### config.mk
export PLATFORM = sky130hd
export DESIGN_NAME = ast_upsizer
export DESIGN_NICKNAME = d
export VERILOG_FILES = /design/src/rtl/ast_upsizer_pkg.sv /design/src/rtl/ast_upsizer_out_reg.sv /design/src/rtl/ast_upsizer.sv
export SDC_FILE = /design/constraint.sdc
export NUM_CORES = 1
export LEC_CHECK = 0
export BUFFER_PORTS_ARGS = -buffer_cell sky130_fd_sc_hd__buf_2
export CAP_MARGIN = 10
export CORE_UTILIZATION = 58
export DETAILED_ROUTE_END_ITERATION = 8
export PLACE_DENSITY = 0.93
export REMOVE_ABC_BUFFERS = 1
export SYNTH_ARGS = -nofsm -noshare
export SYNTH_HDL_FRONTEND = slang
export SYNTH_SLANG_ARGS = --single-unit
export TNS_END_PERCENT = 5
### constraint.sdc
create_clock -name clk_i -period 3 [get_ports clk_i]
set_input_delay 0.3 -clock clk_i [delete_from_list [all_inputs] [get_ports clk_i]]
set_output_delay 0.3 -clock clk_i [all_outputs]
set_load 0.01 [all_outputs]
### src/rtl/ast_upsizer_pkg.sv
// rtl/ast_upsizer_pkg.sv - shared widths, field types and FSM states for the stream upsizer
package ast_upsizer_pkg;

    localparam int DATA_IN_W_DEF  = 64;
    localparam int DATA_OUT_W_DEF = 128;
    localparam int CHANNEL_W_DEF  = 10;

    function automatic int empty_w(input int width);
        return ((width / 8) > 1) ? $clog2(width / 8) : 1;
    endfunction

    localparam int EMPTY_IN_W_DEF  = empty_w(DATA_IN_W_DEF);
    localparam int EMPTY_OUT_W_DEF = empty_w(DATA_OUT_W_DEF);
    localparam int RATIO_DEF       = DATA_OUT_W_DEF / DATA_IN_W_DEF;

    typedef logic [DATA_IN_W_DEF-1:0]   data_in_t;
    typedef logic [DATA_OUT_W_DEF-1:0]  data_out_t;
    typedef logic [CHANNEL_W_DEF-1:0]   channel_t;
    typedef logic [EMPTY_IN_W_DEF-1:0]  empty_in_t;
    typedef logic [EMPTY_OUT_W_DEF-1:0] empty_out_t;

    typedef enum logic {
        IDLE,
        PKT
    } state_t;

endpackage

### src/rtl/ast_upsizer_out_reg.sv
// rtl/ast_upsizer_out_reg.sv - one-entry output register with valid/ready handshake
module ast_upsizer_out_reg #(
    parameter int W = 8
) (
    input  logic         clk_i,
    input  logic         srst_i,
    input  logic [W-1:0] in_tdata,
    input  logic         in_tvalid,
    output logic         in_tready,
    output logic [W-1:0] out_tdata,
    output logic         out_tvalid,
    input  logic         out_tready
);

    logic         valid_q;
    logic [W-1:0] data_q;

    // A new entry may be loaded in the same cycle the current one drains.
    assign in_tready  = !valid_q || out_tready;
    assign out_tdata  = data_q;
    assign out_tvalid = valid_q;

    always_ff @(posedge clk_i) begin
        if (srst_i) begin
            valid_q <= 1'b0;
            data_q  <= '0;
        end else if (in_tvalid && in_tready) begin
            valid_q <= 1'b1;
            data_q  <= in_tdata;
        end else if (out_tready) begin
            valid_q <= 1'b0;
        end
    end

endmodule

### src/rtl/ast_upsizer.sv
// rtl/ast_upsizer.sv - packs narrow packet beats little-endian into wide output words
// Define AST_UPSIZER_PROT_CHK_EN to close packets on a stray sop and flag it on ast_error_o.
module ast_upsizer
    import ast_upsizer_pkg::*;
#(
    parameter int DATA_IN_W   = DATA_IN_W_DEF,
    parameter int DATA_OUT_W  = DATA_OUT_W_DEF,
    parameter int CHANNEL_W   = CHANNEL_W_DEF,
    parameter int EMPTY_IN_W  = empty_w(DATA_IN_W),
    parameter int EMPTY_OUT_W = empty_w(DATA_OUT_W)
) (
    input  logic                   clk_i,
    input  logic                   srst_i,
    input  logic [DATA_IN_W-1:0]   ast_data_i,
    input  logic                   ast_startofpacket_i,
    input  logic                   ast_endofpacket_i,
    input  logic                   ast_valid_i,
    input  logic [EMPTY_IN_W-1:0]  ast_empty_i,
    input  logic [CHANNEL_W-1:0]   ast_channel_i,
    output logic                   ast_ready_o,
    output logic [DATA_OUT_W-1:0]  ast_data_o,
    output logic                   ast_startofpacket_o,
    output logic                   ast_endofpacket_o,
    output logic                   ast_valid_o,
    output logic [EMPTY_OUT_W-1:0] ast_empty_o,
    output logic [CHANNEL_W-1:0]   ast_channel_o,
    input  logic                   ast_ready_i
`ifdef AST_UPSIZER_PROT_CHK_EN
    ,
    output logic                   ast_error_o
`endif
);

    localparam int N     = DATA_OUT_W / DATA_IN_W;
    localparam int BYTES = DATA_IN_W / 8;
    localparam int CNT_W = (N > 1) ? $clog2(N) : 1;
    localparam int PW    = 2 + EMPTY_OUT_W + CHANNEL_W + DATA_OUT_W;
    localparam logic [CNT_W-1:0] LAST = CNT_W'(N - 1);

    state_t                 state_q, state_d;
    logic [CNT_W-1:0]       cnt_q, cnt_d, lane;
    logic [DATA_OUT_W-1:0]  acc_q, acc_d, word;
    logic [CHANNEL_W-1:0]   chan_q, chan_d, word_chan;
    logic [EMPTY_OUT_W-1:0] word_empty, pend_empty_q, pend_empty_d;
    logic                   first_q, first_d, pend_q, pend_d;
    logic                   restart, close, start, take, completes, word_sop, accept;
    logic                   push_valid, push_ready;
    logic [PW-1:0]          push_data, out_data;

    // Beat decode depends only on inputs and state, so ready can be derived from it.
    always_comb begin
        restart = 1'b0;
        close   = 1'b0;
`ifdef AST_UPSIZER_PROT_CHK_EN
        restart = (state_q == PKT) && ast_startofpacket_i;
        close   = restart && (cnt_q != '0);
`endif
        start      = ast_startofpacket_i && ((state_q == IDLE) || restart);
        take       = (state_q == PKT) || start;
        lane       = start ? '0 : cnt_q;
        completes  = take && (ast_endofpacket_i || (lane == LAST));
        word       = (start ? '0 : acc_q) | (DATA_OUT_W'(ast_data_i) << (int'(lane) * DATA_IN_W));
        word_empty = '0;
        if (ast_endofpacket_i) begin
            word_empty = EMPTY_OUT_W'((N - 1 - int'(lane)) * BYTES) + EMPTY_OUT_W'(ast_empty_i);
        end
        word_chan  = start ? ast_channel_i : chan_q;
        word_sop   = start || first_q;
    end

    // Stall only when this beat must push a word and the output register cannot take it.
    assign ast_ready_o = !srst_i && !pend_q && !((close || completes) && !push_ready);
    assign accept      = ast_valid_i && ast_ready_o;

    always_comb begin
        push_valid   = 1'b0;
        push_data    = {word_sop, ast_endofpacket_i, word_empty, word_chan, word};
        state_d      = state_q;
        cnt_d        = cnt_q;
        acc_d        = acc_q;
        chan_d       = chan_q;
        first_d      = first_q;
        pend_d       = pend_q;
        pend_empty_d = pend_empty_q;
        if (pend_q) begin
            push_valid = 1'b1;
            push_data  = {1'b1, 1'b1, pend_empty_q, chan_q, acc_q};
            if (push_ready) begin
                pend_d = 1'b0;
                acc_d  = '0;
            end
        end else if (accept && take) begin
            if (close) begin
                push_valid = 1'b1;
                push_data  = {first_q, 1'b1, EMPTY_OUT_W'((N - int'(cnt_q)) * BYTES), chan_q, acc_q};
            end else begin
                push_valid = completes;
            end
            if (start) begin
                chan_d = ast_channel_i;
            end
            if (completes) begin
                cnt_d   = '0;
                acc_d   = '0;
                first_d = 1'b0;
                state_d = ast_endofpacket_i ? IDLE : PKT;
                // A single-beat packet behind a forced close waits one cycle in the accumulator.
                if (close) begin
                    pend_d       = 1'b1;
                    acc_d        = word;
                    pend_empty_d = word_empty;
                end
            end else begin
                cnt_d   = lane + 1'b1;
                acc_d   = word;
                first_d = word_sop;
                state_d = PKT;
            end
        end
    end

    always_ff @(posedge clk_i) begin
        if (srst_i) begin
            state_q      <= IDLE;
            cnt_q        <= '0;
            acc_q        <= '0;
            chan_q       <= '0;
            first_q      <= 1'b0;
            pend_q       <= 1'b0;
            pend_empty_q <= '0;
        end else begin
            state_q      <= state_d;
            cnt_q        <= cnt_d;
            acc_q        <= acc_d;
            chan_q       <= chan_d;
            first_q      <= first_d;
            pend_q       <= pend_d;
            pend_empty_q <= pend_empty_d;
        end
    end

`ifdef AST_UPSIZER_PROT_CHK_EN
    logic err_q;

    always_ff @(posedge clk_i) begin
        if (srst_i) begin
            err_q <= 1'b0;
        end else begin
            err_q <= accept && restart;
        end
    end

    assign ast_error_o = err_q;
`endif

    ast_upsizer_out_reg #(
        .W(PW)
    ) u_out_reg (
        .clk_i     (clk_i),
        .srst_i    (srst_i),
        .in_tdata  (push_data),
        .in_tvalid (push_valid),
        .in_tready (push_ready),
        .out_tdata (out_data),
        .out_tvalid(ast_valid_o),
        .out_tready(ast_ready_i)
    );

    assign {ast_startofpacket_o, ast_endofpacket_o, ast_empty_o, ast_channel_o, ast_data_o} = out_data;

endmodule

==> results list <==
- Post-synthesis share of cell area spent on and, or, nand and nor gates: roughly 18%
* Via count: between 9000 and 10000
* Fraction of the mapped netlist area in adder cells: 0%
- Top layer in use: met4
- Count of max-cap constraint violations: 0
* Yosys warning total: 0
- Data arrives at the worst endpoint at 2.82 ns.
* Leakage power of the design: roughly 5.2 nW
* Result of the run: finished with violations
- TNS Setup: 0 ns
* Sum of net half-perimeters after detailed placement: 16.5 mm
- In this run the tool buffered the top-level ports with 228 buffer cells.
- The die covers between 0.015 and 0.02 mm².
* Aggregate global-route resource usage: between 20 and 30%
* Biggest area consumer among synthesized cells: dfxtp_1
* Critical-path maximum fanout: 50
- Die Height: 137 µm
* Nets@finish: between 1000 and 1500
- The root buffer cell chosen for the clock tree is clkbuf_16.
- Drt drc: 8
* Post-DRT Antenna Nets: 0
* Post-CTS setup buffer count: 0
- Final std cells w/o fill: 1581
* Area fraction in compound gates after synthesis: 22.2%
- Hold buffer count at cts: 0
- Count of different cell masters after synthesis: 39
* Synth Cell Area: approximately 0.011 mm²
- Via count of the first global-routing pass: 8536
- Number of CTS-inserted buffers: 27
* Met3 wire length: 2.36 mm
- Starting utilization of the core area: 59.0%
- Largest net degree at the start of global routing: 156
- The commonest cells after synthesis are 287 x dfxtp_1, 156 x nand2_1, 133 x a21oi_1.
- After synthesis, the largest area contributor takes up 54.2% of total cell area.
- Ratio of final minimum period to clock period: 80.3%
- Yosys mapped a number of flops with a built-in enable equal to 0.
- Clock transition at the registers of the reported paths: 0.07 ns
- The initial antenna violation count is 1.
- Maximum buffer depth of the clock tree: 3
* Placer Congestion: 0.841
- Across all setup checks in the final design, the least slack found is 0.590 ns.
- STA classifies the critical path startpoint as a flop.
* Total power: roughly 0.008 W
- TritonCTS built the clock tree.
- The tightest min-delay check is of the in2reg type.
- H-tree depth: 1
- Share of cells above drive strength 1: 21.9%
* CP endpoint kind: flop
- Summing all non-filler instances in the final layout gives an area of 0.0127 mm².
- Post-synthesis xor/xnor area fraction: 0%
* Violations in the final reports: DRC
- Fillers: 1341
- Counting flops with an async set or reset pin after synthesis yields a share of 0%.
- DR pass1 iterations: 7
- Detailed route wirelength on metal2: around 13 mm
- Among all flip-flop cells after synthesis, the most frequent one is dfxtp_1.
- After floorplanning, the core was divided into a little under 50 placement rows.
* Slew at the pin with the worst max-slew slack: 0.729 ns
- The first global-routing pass estimated about 42 mm of wire.
- Count leader, synth: dfxtp_1
* Class of the most critical setup path: reg2reg
* Worst clock skew: 0.00580 ns
- Each instance of the synthesized netlist takes up on average 9.14 µm².
* Top area cells in the synthesized netlist: dfxtp_1 54%, a21oi_1 6.3%, a311oi_1 6.3%
* Count of mapped cells out of synthesis: 1160
* Post-DP Area: roughly 0.012 mm²
- Post-synthesis sequential element count: around 290
- VDD sags by at most 0.543 mV.
- P&R area growth vs syn: 19.6%
- Aggregate routed wire length: roughly 27 mm
* Number of placed instances with taps included: 1532
- Achievable Freq: 0.415 GHz
* Core region area: 0.0180 mm²
- Multiplexer cells account for 0.944% of the synthesized area.
- Gates resized during post-CTS repair numbered 0.
- Share of synthesized area occupied by flip-flops and latches: 54.2%
- Vias per std cell: 5.84
- After synthesis, the largest family of logic cells by area is compound AO/OA/AOI/OAI gates.
- OpenSTA, run right after detailed placement, puts the worst setup slack at 0.682 ns.
- In this run the power density over the cells is slightly above 600 mW/mm².
- Dividing the detail-routed wire length by the instance count gives 17.1 µm.
- The tree built by TritonCTS fans out to 287 sinks.
- Setup violations remaining at the end of the flow were counted as 0.
- Measured against its own limit, the worst slew margin works out to 51.4%.
- In this run, the number of DRC markers left after iteration 0 of detailed routing was 733.
* Horiz. Die Dim: 137 µm
- The later pin in the worst-skew pair is clocked with a latency of 0.52 ns.
- Setup repair after global routing left no endpoint under its margin.
- The number of slew-limit violations in the final report was 0.
* GRT overflow: 0
- Endpoints failing hold: 0
- DRT met1 WL: 11.2 mm
- Post-layout minimum cycle time: 2.41 ns
- 229 I/O pins were placed.
- Data required time of the worst path: 3.41 ns
## report_power, final
part           total, W  switching, W  internal, W
registers       0.00397     0.0000553      0.00391
clock network   0.00332       0.00140      0.00192
logic          0.000605      0.000388     0.000217
## stage by stage
step	hold WS, ns	utilization (%)
finish	0.0311	70.6
global route	0.0238	70.6
CTS	0.0163	70.6
detailed placement	0.441	65.8
global placement	0.435	65.8
floorplan	0.369	-
## metal layers
layer | global-route usage, % | vias up
li1 | - | 4447
met5 | 0 | -
met1 | 35.9 | 4348
met2 | 46.0 | 392
met4 | 9.22 | 0
met3 | 6.22 | 51
## sequential cells by signal, indices dropped and copies added, names as in the netlist
| signal | cells |
|---|---|
| chan_q | 10 |
| acc_q | 128 |
| state_q | 1 |
| u_out_reg.out_tdata | 144 |
| first_q | 1 |
| u_out_reg.out_tvalid | 1 |
| pend_q | 1 |
| cnt_q | 1 |
## layout by cell type (no fill, tap or decap), drive strengths merged, types with 2 or more instances in the layout
cell type / Yosys / layout
o21ai: 70 / 70
nand3: 8 / 8
a311oi: 76 / 76
nor2: 94 / 94
mux2i: 10 / 10
and2: 65 / 65
or3: 64 / 64
buf: 61 / 246
a22o: 64 / 64
clkbuf: 42 / 43
nor3: 4 / 4
dfxtp: 287 / 287
or2: 2 / 2
nand2: 156 / 156
nand2b: 2 / 2
a21oi: 134 / 134
inv: 3 / 4
a31oi: 2 / 2
nor2b: 4 / 4
clkinv: 0 / 3
## cell families after synthesis
family,after synthesis
muxes,10
AOI/OAI and AO/OA,355
buffers and inverters,106
and+or+nand+nor,402
DFF,287
## worst max-delay path: stages, from the launching register on
cell and delay [ns]:
dfxtp_1 0.75, a21o_1 0.23, o221a_4 0.57, buf_12 0.29, nor2_1 0.08, a311oi_1 0.32
## final timing paths
path / start / to / slack, ns / depth (start not counted)
setup reg to reg: pend_q$_SDFF_PP0_ / u_out_reg.out_tdata[10]$_SDFFE_PP0P_ / 0.59 / 5
hold reg to reg: u_out_reg.out_tdata[110]$_SDFFE_PP0P_ / u_out_reg.out_tdata[110]$_SDFFE_PP0P_ / 0.44 / 2
hold / removal: ast_empty_i[0] / u_out_reg.out_tdata[138]$_SDFFE_PP0P_ / 0.03 / 3
setup / recovery: pend_q$_SDFF_PP0_ / u_out_reg.out_tdata[10]$_SDFFE_PP0P_ / 0.59 / 5
## cell type report
| class | instances | area [µm²] | share of cell area, % |
|---|---|---|---|
| Antenna cell | 1 | 2.50 | 0.0197 |
| Clock buffer | 43 | 806 | 6.36 |
| Clock inverter | 5 | 53.8 | 0.424 |
| Inverter | 3 | 11.3 | 0.0888 |
| Multi-Input combinational cell | 767 | 4410 | 34.8 |
| Sequential cell | 287 | 5750 | 45.3 |
| Tap cell | 229 | 287 | 2.26 |
| Timing Repair Buffer | 246 | 1370 | 10.8 |
Power figures use the tool's default switching activity.
